### src/rtl/uart_frame_pkg.sv
// Shared constants and FSM encoding for the UART frame assembler
// and the transmit-side CRC generator.
package uart_frame_pkg;

   localparam logic [7:0] HDR0     = 8'h55;
   localparam logic [7:0] HDR1     = 8'hAA;

   localparam logic [7:0] RSP_OK   = 8'h80;
   localparam logic [7:0] RSP_CRC  = 8'hE1;
   localparam logic [7:0] RSP_TMO  = 8'hE2;

   localparam logic [7:0] CRC_POLY = 8'h07;

   typedef enum logic [1:0] {
      IDLE = 2'd0,
      HDR2 = 2'd1,
      BODY = 2'd2,
      CHK  = 2'd3
   } state_t;

endpackage

### src/rtl/crc8_update.sv
// Single-byte CRC8 step: MSB-first, no reflection, no final XOR.
// Purely combinational so a byte is absorbed in one cycle.
module crc8_update
   import uart_frame_pkg::*;
#(
   parameter logic [7:0] POLY = CRC_POLY
) (
   input  logic [7:0] crc_in,
   input  logic [7:0] data,
   output logic [7:0] crc_out
);

   logic [7:0] c;

   // Eight shift/XOR steps unrolled over the incoming byte
   always_comb begin
      c = crc_in ^ data;
      for (int i = 0; i < 8; i++) begin
         if (c[7]) c = {c[6:0], 1'b0} ^ POLY;
         else      c = {c[6:0], 1'b0};
      end
      crc_out = c;
   end

endmodule

### src/rtl/uart_frame_assembler.sv
// Hunts 55 AA headers in the UART byte stream, collects the body,
// checks CRC8 and publishes good frames on a stable bus.
module uart_frame_assembler
   import uart_frame_pkg::*;
#(
   parameter int         _BODY_BYTES  = 11,
   parameter int         _TIMEOUT_CYC = 50000,
   parameter logic [7:0] _CRC_POLY    = CRC_POLY
) (
   input  logic                      sys_clk,
   input  logic                      sys_rst_n,
   input  logic [7:0]                uart_data,
   input  logic                      uart_done,
   output logic [8*_BODY_BYTES-1:0]  rev_data,
   output logic                      pack_done,
   output logic                      crc_err,
   output logic                      timeout_err,
   output logic                      pack_ing,
   output logic [7:0]                pack_cnt,
   output logic [7:0]                response_data
);

   localparam int IW = (_BODY_BYTES > 1) ? $clog2(_BODY_BYTES) : 1;
   localparam int GW = (_TIMEOUT_CYC > 1) ? $clog2(_TIMEOUT_CYC) : 1;

   localparam logic [IW-1:0] IDX_LAST = IW'(_BODY_BYTES - 1);
   localparam logic [GW-1:0] GAP_LAST = GW'(_TIMEOUT_CYC - 1);

   state_t                          state;
   logic [IW-1:0]                   idx;
   logic [GW-1:0]                   gap;
   logic [7:0]                      crc;
   logic [7:0]                      crc_next;
   logic [_BODY_BYTES-1:0][7:0]     shadow;
   logic                            gap_expired;

   crc8_update #(
      .POLY    (_CRC_POLY)
   ) u_crc (
      .crc_in  (crc),
      .data    (uart_data),
      .crc_out (crc_next)
   );

   assign gap_expired = (gap == GAP_LAST);

   // Inter-byte gap counter; only meaningful while a frame is open
   always_ff @(posedge sys_clk or negedge sys_rst_n) begin
      if (!sys_rst_n) begin
         gap <= '0;
      end else if (uart_done || state == IDLE) begin
         gap <= '0;
      end else begin
         gap <= gap + 1'b1;
      end
   end

   // Frame FSM; a byte on the expiry cycle takes priority over timeout
   always_ff @(posedge sys_clk or negedge sys_rst_n) begin
      if (!sys_rst_n) begin
         state         <= IDLE;
         idx           <= '0;
         crc           <= 8'h00;
         shadow        <= '0;
         rev_data      <= '0;
         pack_done     <= 1'b0;
         crc_err       <= 1'b0;
         timeout_err   <= 1'b0;
         pack_ing      <= 1'b0;
         pack_cnt      <= 8'h00;
         response_data <= 8'h00;
      end else begin
         pack_done   <= 1'b0;
         crc_err     <= 1'b0;
         timeout_err <= 1'b0;
         if (uart_done) begin
            unique case (state)
               IDLE: begin
                  if (uart_data == HDR0) begin
                     state    <= HDR2;
                     pack_ing <= 1'b1;
                  end
               end
               HDR2: begin
                  if (uart_data == HDR1) begin
                     state <= BODY;
                     idx   <= '0;
                     crc   <= 8'h00;
                  end else if (uart_data != HDR0) begin
                     state    <= IDLE;
                     pack_ing <= 1'b0;
                  end
               end
               BODY: begin
                  shadow[idx] <= uart_data;
                  crc         <= crc_next;
                  idx         <= idx + 1'b1;
                  if (idx == IDX_LAST) state <= CHK;
               end
               CHK: begin
                  state    <= IDLE;
                  pack_ing <= 1'b0;
                  if (uart_data == crc) begin
                     rev_data      <= shadow;
                     pack_done     <= 1'b1;
                     pack_cnt      <= pack_cnt + 8'd1;
                     response_data <= RSP_OK;
                  end else begin
                     crc_err       <= 1'b1;
                     response_data <= RSP_CRC;
                  end
               end
            endcase
         end else if (state != IDLE && gap_expired) begin
            state         <= IDLE;
            pack_ing      <= 1'b0;
            timeout_err   <= 1'b1;
            response_data <= RSP_TMO;
         end
      end
   end

endmodule

### config.mk
export PLATFORM = sky130hd
export DESIGN_NAME = uart_frame_assembler
export DESIGN_NICKNAME = d
export VERILOG_FILES = /design/src/rtl/uart_frame_pkg.sv /design/src/rtl/crc8_update.sv /design/src/rtl/uart_frame_assembler.sv
export SDC_FILE = /design/constraint.sdc
export NUM_CORES = 1
export LEC_CHECK = 0
export CORE_MARGIN = 5
export CORE_UTILIZATION = 30
export CTS_CLUSTER_DIAMETER = 200
export DETAILED_ROUTE_END_ITERATION = 10
export PLACE_DENSITY = 0.56
export SYNTH_ARGS = -nofsm -noshare
export SYNTH_HDL_FRONTEND = slang
export SYNTH_HIERARCHICAL = 1
export SYNTH_SLANG_ARGS = --single-unit
### constraint.sdc
create_clock -name sys_clk -period 2 [get_ports sys_clk]
set_input_delay 0.4 -clock sys_clk [delete_from_list [all_inputs] [get_ports sys_clk]]
set_output_delay 0.4 -clock sys_clk [all_outputs]
set_load 0.05 [all_outputs]
* Word-level counts from Yosys, hierarchy flattened *
Index checks and enable logic that the tools add are counted.

word-level totals
  output and inout bits = 108
  register bits after elaboration = 226

operators by class
  mux-type cells = 41
  equal/unequal tests = 17
  magnitude comparators = 2
  add/subtract/negate cells = 3
  bitwise logic cells = 9
  reductions and logical operators = 13

operator list
  operator                                                               count
  88-bit bitwise mux                                                     1
  8-bit two-way mux                                                      5
  8-bit demux with 4-bit select                                          1
  3-bit two-way mux                                                      8
  3-bit NOT                                                              8
  16-bit by 1-bit adder with 16-bit output (second input constant)       1
  16-bit == test (second input constant)                                 1
  16-bit two-way mux                                                     1
  8-bit case mux with 2 select lines                                     1
  1-bit two-way mux                                                      13
  2-bit two-way mux                                                      6
  3-bit != test (second input constant)                                  3
  8-bit by 1-bit adder with 8-bit output (second input constant)         1
  8-bit by 7-bit == test with 1-bit output (second input constant)       1
  8-bit == test                                                          1
  8-bit == test (second input constant)                                  1
  8-bit by 7-bit != test with 1-bit output (second input constant)       1
  2-bit case mux with 4 select lines                                     1
  4-bit case mux with 2 select lines                                     1
  8-bit bitwise XOR                                                      1
  7-bit two-way mux                                                      1
  3-bit AND reduction                                                    2
  2-bit nonzero test                                                     3
  4-bit by 5-bit < comparator with 1-bit output (second input constant)  1
  18 further kinds                                                       21

* Logic depth before layout (Yosys ltp) *
Gate-level depths: netlist of the first run.

  word-level depth = 18
  depth in mapped cells = 8
  mapped depth without buffers = 6

* By module *
The synthesis of the first run kept the hierarchy.

modules (own cells, without submodules)
  module                seq. area each (um2)  cells each  instances  area an instance (um2)
  uart_frame_assembler  5555.3                600         1          8813.5
  crc8_update           0.0                   21          1          183.9

* Least setup slack after synthesis of the first run *
Ideal clock, no wire load.

  kind = register -> register
  from = register crc[4]
  to = register rev_data[65]
  arrival time = 1.753 ns
  period minus slack after synthesis = 1.878 ns
  library setup time = 0.125 ns
  buffers on the path = 2
  cell stages (with the launch flop) = 7
  data required time = 1.875 ns
  setup slack = 0.122 ns
  cell sequence = dfrtp_1 -> xnor2_1 -> nand4_1 -> nor3_2 -> buf_2 -> buf_2 -> mux2_2

on the way
  longest elaborated chain between the ends = 2

RTL lines
  element                        RTL line                     RTL
  start, declared                uart_frame_assembler.sv:32   logic [7:0] crc;
  start signal, assigned         uart_frame_assembler.sv:96   crc <= crc_next;
  8-bit == test                  uart_frame_assembler.sv:103  if (uart_data == crc) begin
  3-bit AND reduction (no line)  --
  end signal, assigned           uart_frame_assembler.sv:104  rev_data <= shadow;
  end, declared                  uart_frame_assembler.sv:14   output logic [8*_BODY_BYTES-1:0] rev_data,

No other way between the ends.
A chain may end at the register's enable or synchronous reset.

* Worst setup path in the final report of the first run *
  from = input uart_data[5]
  to = register rev_data[21]

on the way
  longest elaborated chain between the ends = 2

RTL lines
  element                        RTL line                     RTL
  start, declared                uart_frame_assembler.sv:12   input logic [7:0] uart_data,
  8-bit == test                  uart_frame_assembler.sv:103
  3-bit AND reduction (no line)  --

No other way between the ends.

==> results of run 1 <==
placed cells by master (no fill, tap or decap), types with 3 or more instances in the layout:
| cell | n |
|---|---|
| ha_1 | 6 |
| nand3_1 | 16 |
| o21ai_0 | 10 |
| nand2_1 | 16 |
| mux2_1 | 27 |
| nand2_4 | 3 |
| xnor2_1 | 35 |
| clkbuf_1 | 6 |
| and3_1 | 5 |
| nor2_1 | 24 |
| nand4_1 | 8 |
| inv_1 | 12 |
| clkdlybuf4s50_1 | 6 |
| nand2_2 | 4 |
| dfrtp_1 | 220 |
| clkbuf_8 | 8 |
| buf_4 | 53 |
| nor2b_1 | 3 |
| clkbuf_16 | 25 |
| mux2_2 | 154 |
| xor2_1 | 17 |
| dlymetal6s2s_1 | 3 |
| dlygate4sd2_1 | 93 |
| conb_1 | 3 |
| buf_12 | 15 |
what timing repair did:
action / 4_1_cts / 5_1_grt
endpoints found under the hold margin: 46 / 0
hold buffers: 1 / 0
endpoints found under the setup margin: 93 / 29
resized for setup: 93 / 10
pin swaps: 0 / 1
cells in the mapped netlist, drive strengths merged:
library cell	instances	area share, %
inv	12	0.50
nor4bb	2	0.22
nand3	16	0.89
nor4	3	0.28
xor2	17	1.7
nand4	8	0.56
o21bai	1	0.083
ha	6	0.83
buf	18	1.2
o21ai	10	0.56
a31oi	1	0.070
conb	1	0.042
nand2	23	1.3
nand3b	1	0.083
nor3	5	0.45
and3b	1	0.097
nor4b	1	0.097
or2	2	0.14
nand4bb	1	0.13
xnor2	35	3.4
a211o	1	0.097
mux2	181	23
nand2b	1	0.070
a22oi	1	0.083
and4	1	0.097
and2	2	0.14
nor2	24	1.0
or4bb	2	0.25
nor2b	3	0.21
nor3b	1	0.083
and3	6	0.42
clkbuf	10	0.42
a21o	2	0.17
dfrtp	222	62
flip-flops by register name (all words and copies together) (netlist names):
| signal | flops |
|---|---|
| crc_err | 1 |
| state | 2 |
| shadow | 88 |
| pack_cnt | 8 |
| response_data | 4 |
| pack_ing | 1 |
| pack_done | 1 |
| crc | 8 |
| rev_data | 88 |
| gap | 16 |
| timeout_err | 1 |
| idx | 4 |
power groups by stage:
stage / Sequential (mW) / Clock, mW / Combinational [mW]
2_1_floorplan: 4.70 / 0 / 0.298
3_3_place_gp: 4.68 / 0 / 0.629
3_5_place_dp: 4.68 / 0 / 0.633
4_1_cts: 4.60 / 4.63 / 0.636
5_1_grt: 4.61 / 4.81 / 0.696
6_report: 4.60 / 4.47 / 0.626
worst reg2reg max path: cells and delay by family, from the launching register on:
kind / cells / cell delay, ns
AND/OR/NAND/NOR: 2 / 0.43
flip-flops: 1 / 0.42
buffers and inverters: 2 / 0.39
multiplexers: 1 / 0.34
XOR/XNOR: 1 / 0.18
area by class of cell:
class | count | share of cell area, %
Clock buffer | 39 | 6.41
Clock inverter | 4 | 0.413
Inverter | 12 | 0.381
Multi-Input combinational cell | 361 | 27.9
Sequential cell | 222 | 47.0
Tap cell | 390 | 4.13
Timing Repair Buffer | 172 | 13.8
final timing paths:
check | startpoint | to | slack, ns | cells after the start
worst min register to register | pack_cnt[7] | pack_cnt[7] | 0.46 | 1
worst max register to register | crc[5] | rev_data[21] | 0.13 | 6
max in group asynchronous | sys_rst_n | shadow[53] | 0.96 | 3
worst max-delay path | uart_data[5] | rev_data[21] | 0.1 | 7
min in group sys_clk | pack_cnt[7] | pack_cnt[7] | 0.46 | 1
worst min-delay path | sys_rst_n | pack_cnt[4] | 0.42 | 2
metal layers:
| metal | vias up | GRT usage (%) | wire length [um] |
|---|---|---|---|
| li1 | 2484 | - | - |
| met1 | 2724 | 17.5 | 9730 |
| met2 | 120 | 19.9 | 9670 |
| met3 | 31 | 2.76 | 1240 |
| met4 | 0 | 2.95 | 331 |
| met5 | - | 0 | 0 |
kinds of logic (layout without fill, tap and decap cells):
kind of cell	Yosys count	in the layout	share of synthesized area, %
adder cells (fa/ha/maj)	6	6	0.834
buffers and inverters	40	227	2.09
multiplexers	181	181	22.7
AO/OA/AOI/OAI	16	16	1.06
other	1	3	0.0417
AND/OR/NAND/NOR	103	103	6.52
flip-flops	222	222	61.7
XOR/XNOR	52	52	5.06
==> metrics.txt, run 1 <==
critical path's slowest cell clkdlybuf4s50_1; Total GRT Usage 12.5%; Core Util, Final 39.9%; layout cell share with drive strength beyond 1 34.4%; most frequent cell on the critical path buf_12; Skew-Pair Late Insertion Delay 0.51 ns; die area 33600 um2; pre-CTS WS -0.539 ns; switch share 22.6%; setup ws final 0.0981 ns; Comb pwr share 6.5%; Cell Pwr Density 820 nW/um2; grt total ovfl 0; CP delay by family, top buffers and inverters; CORE AREA 29600 um2; largest net degree at the start of global routing 53; Post-Syn Area 9000 um2; Nets 811; per-cell routed wire length 17.5 um; CP Capture Type flip-flop; number of global-route vias before repair 5703; design area 11800 um2; GPL Wtd Cong 0.765; First-pass DRT Iterations 4; yosys warns 6; Clock transition at path regs 0.05 ns; # port buffers 115; H-tree lvl count 1; Buf/Inv on CP 3; Total Routed Length 21.0 mm; storage element area 5560 um2; footprint of the multi-input gates 3300 um2; area post-placement 11100 um2; Setup Viol. Count Final 0; post-route minimum period 1.90 ns; period utilization 95.1%; max incr delay on CP 0.59 ns; Psw 2.20 mW; Seq cells post-synth 222; Avg Inst Size Synth 14.5 um2; Setup Skew 0.0142 ns; Slew @ Worst Pin 0.568 ns; first-pass GRT wire length 33.6 mm; CTS buffer count 25; initial antenna violation count 0; Leak 6.33 nW; CP Max Fanout 15; Final ANT Viol Nets 0; Rel. slew slack 61.8%; Placed Instances 1156; DRC viols 0; Sequential Power Share 47.4%; clock sinks 222; Starting Density 30.4%; Area Growth Syn to Fin 31.5%; arrival time worst endpoint 2.29 ns; n_diodes 0; Yosys cell types 40; class of the worst hold path input port to async pin; maximum clock path buffer count 3; Int Pwr 7.50 mW; Core Rows 63; dpl hpwl 14.2 mm; Worst Path Required 2.39 ns; Synth Instances 621; Hold WS 0.417 ns; DR vias 5359; critical-path cell list clkdlybuf4s50_1 -> xnor2_1 -> nand4_1 -> nor3_4 -> buf_12 -> buf_12 -> mux2_2; post-synthesis sequential area ratio 61.7%; vias per cell 4.47; final std cells w/o fill 1200; post-CTS repair timing setup buffer count 0; status completed; Max Cap Viol 0; fmax 0.526 GHz; Starting DRT DRC Count 230; unrepaired setup endpoints after global routing no; final hold viol count 0; fin. max-slew vios 0; clock group share of total power 46.1%; Max IR drop VDD 0.534 mV; Ports 119; Die W 183 um; Die Ht 183 um; setup_tns 0 ns; crit start category input port; WS Path Type input port to flip-flop; Tot Pwr 9.70 mW; Root Buffer clkbuf_16; CTS tree yes; Layout fillers 2873
Power figures use the tool's default switching activity.
==> run 2: changes to the inputs <==
SLEW_MARGIN = 20   (was default)
==> results of run 2 <==
Final layout, timing and power as in run 1 (identical DEF).
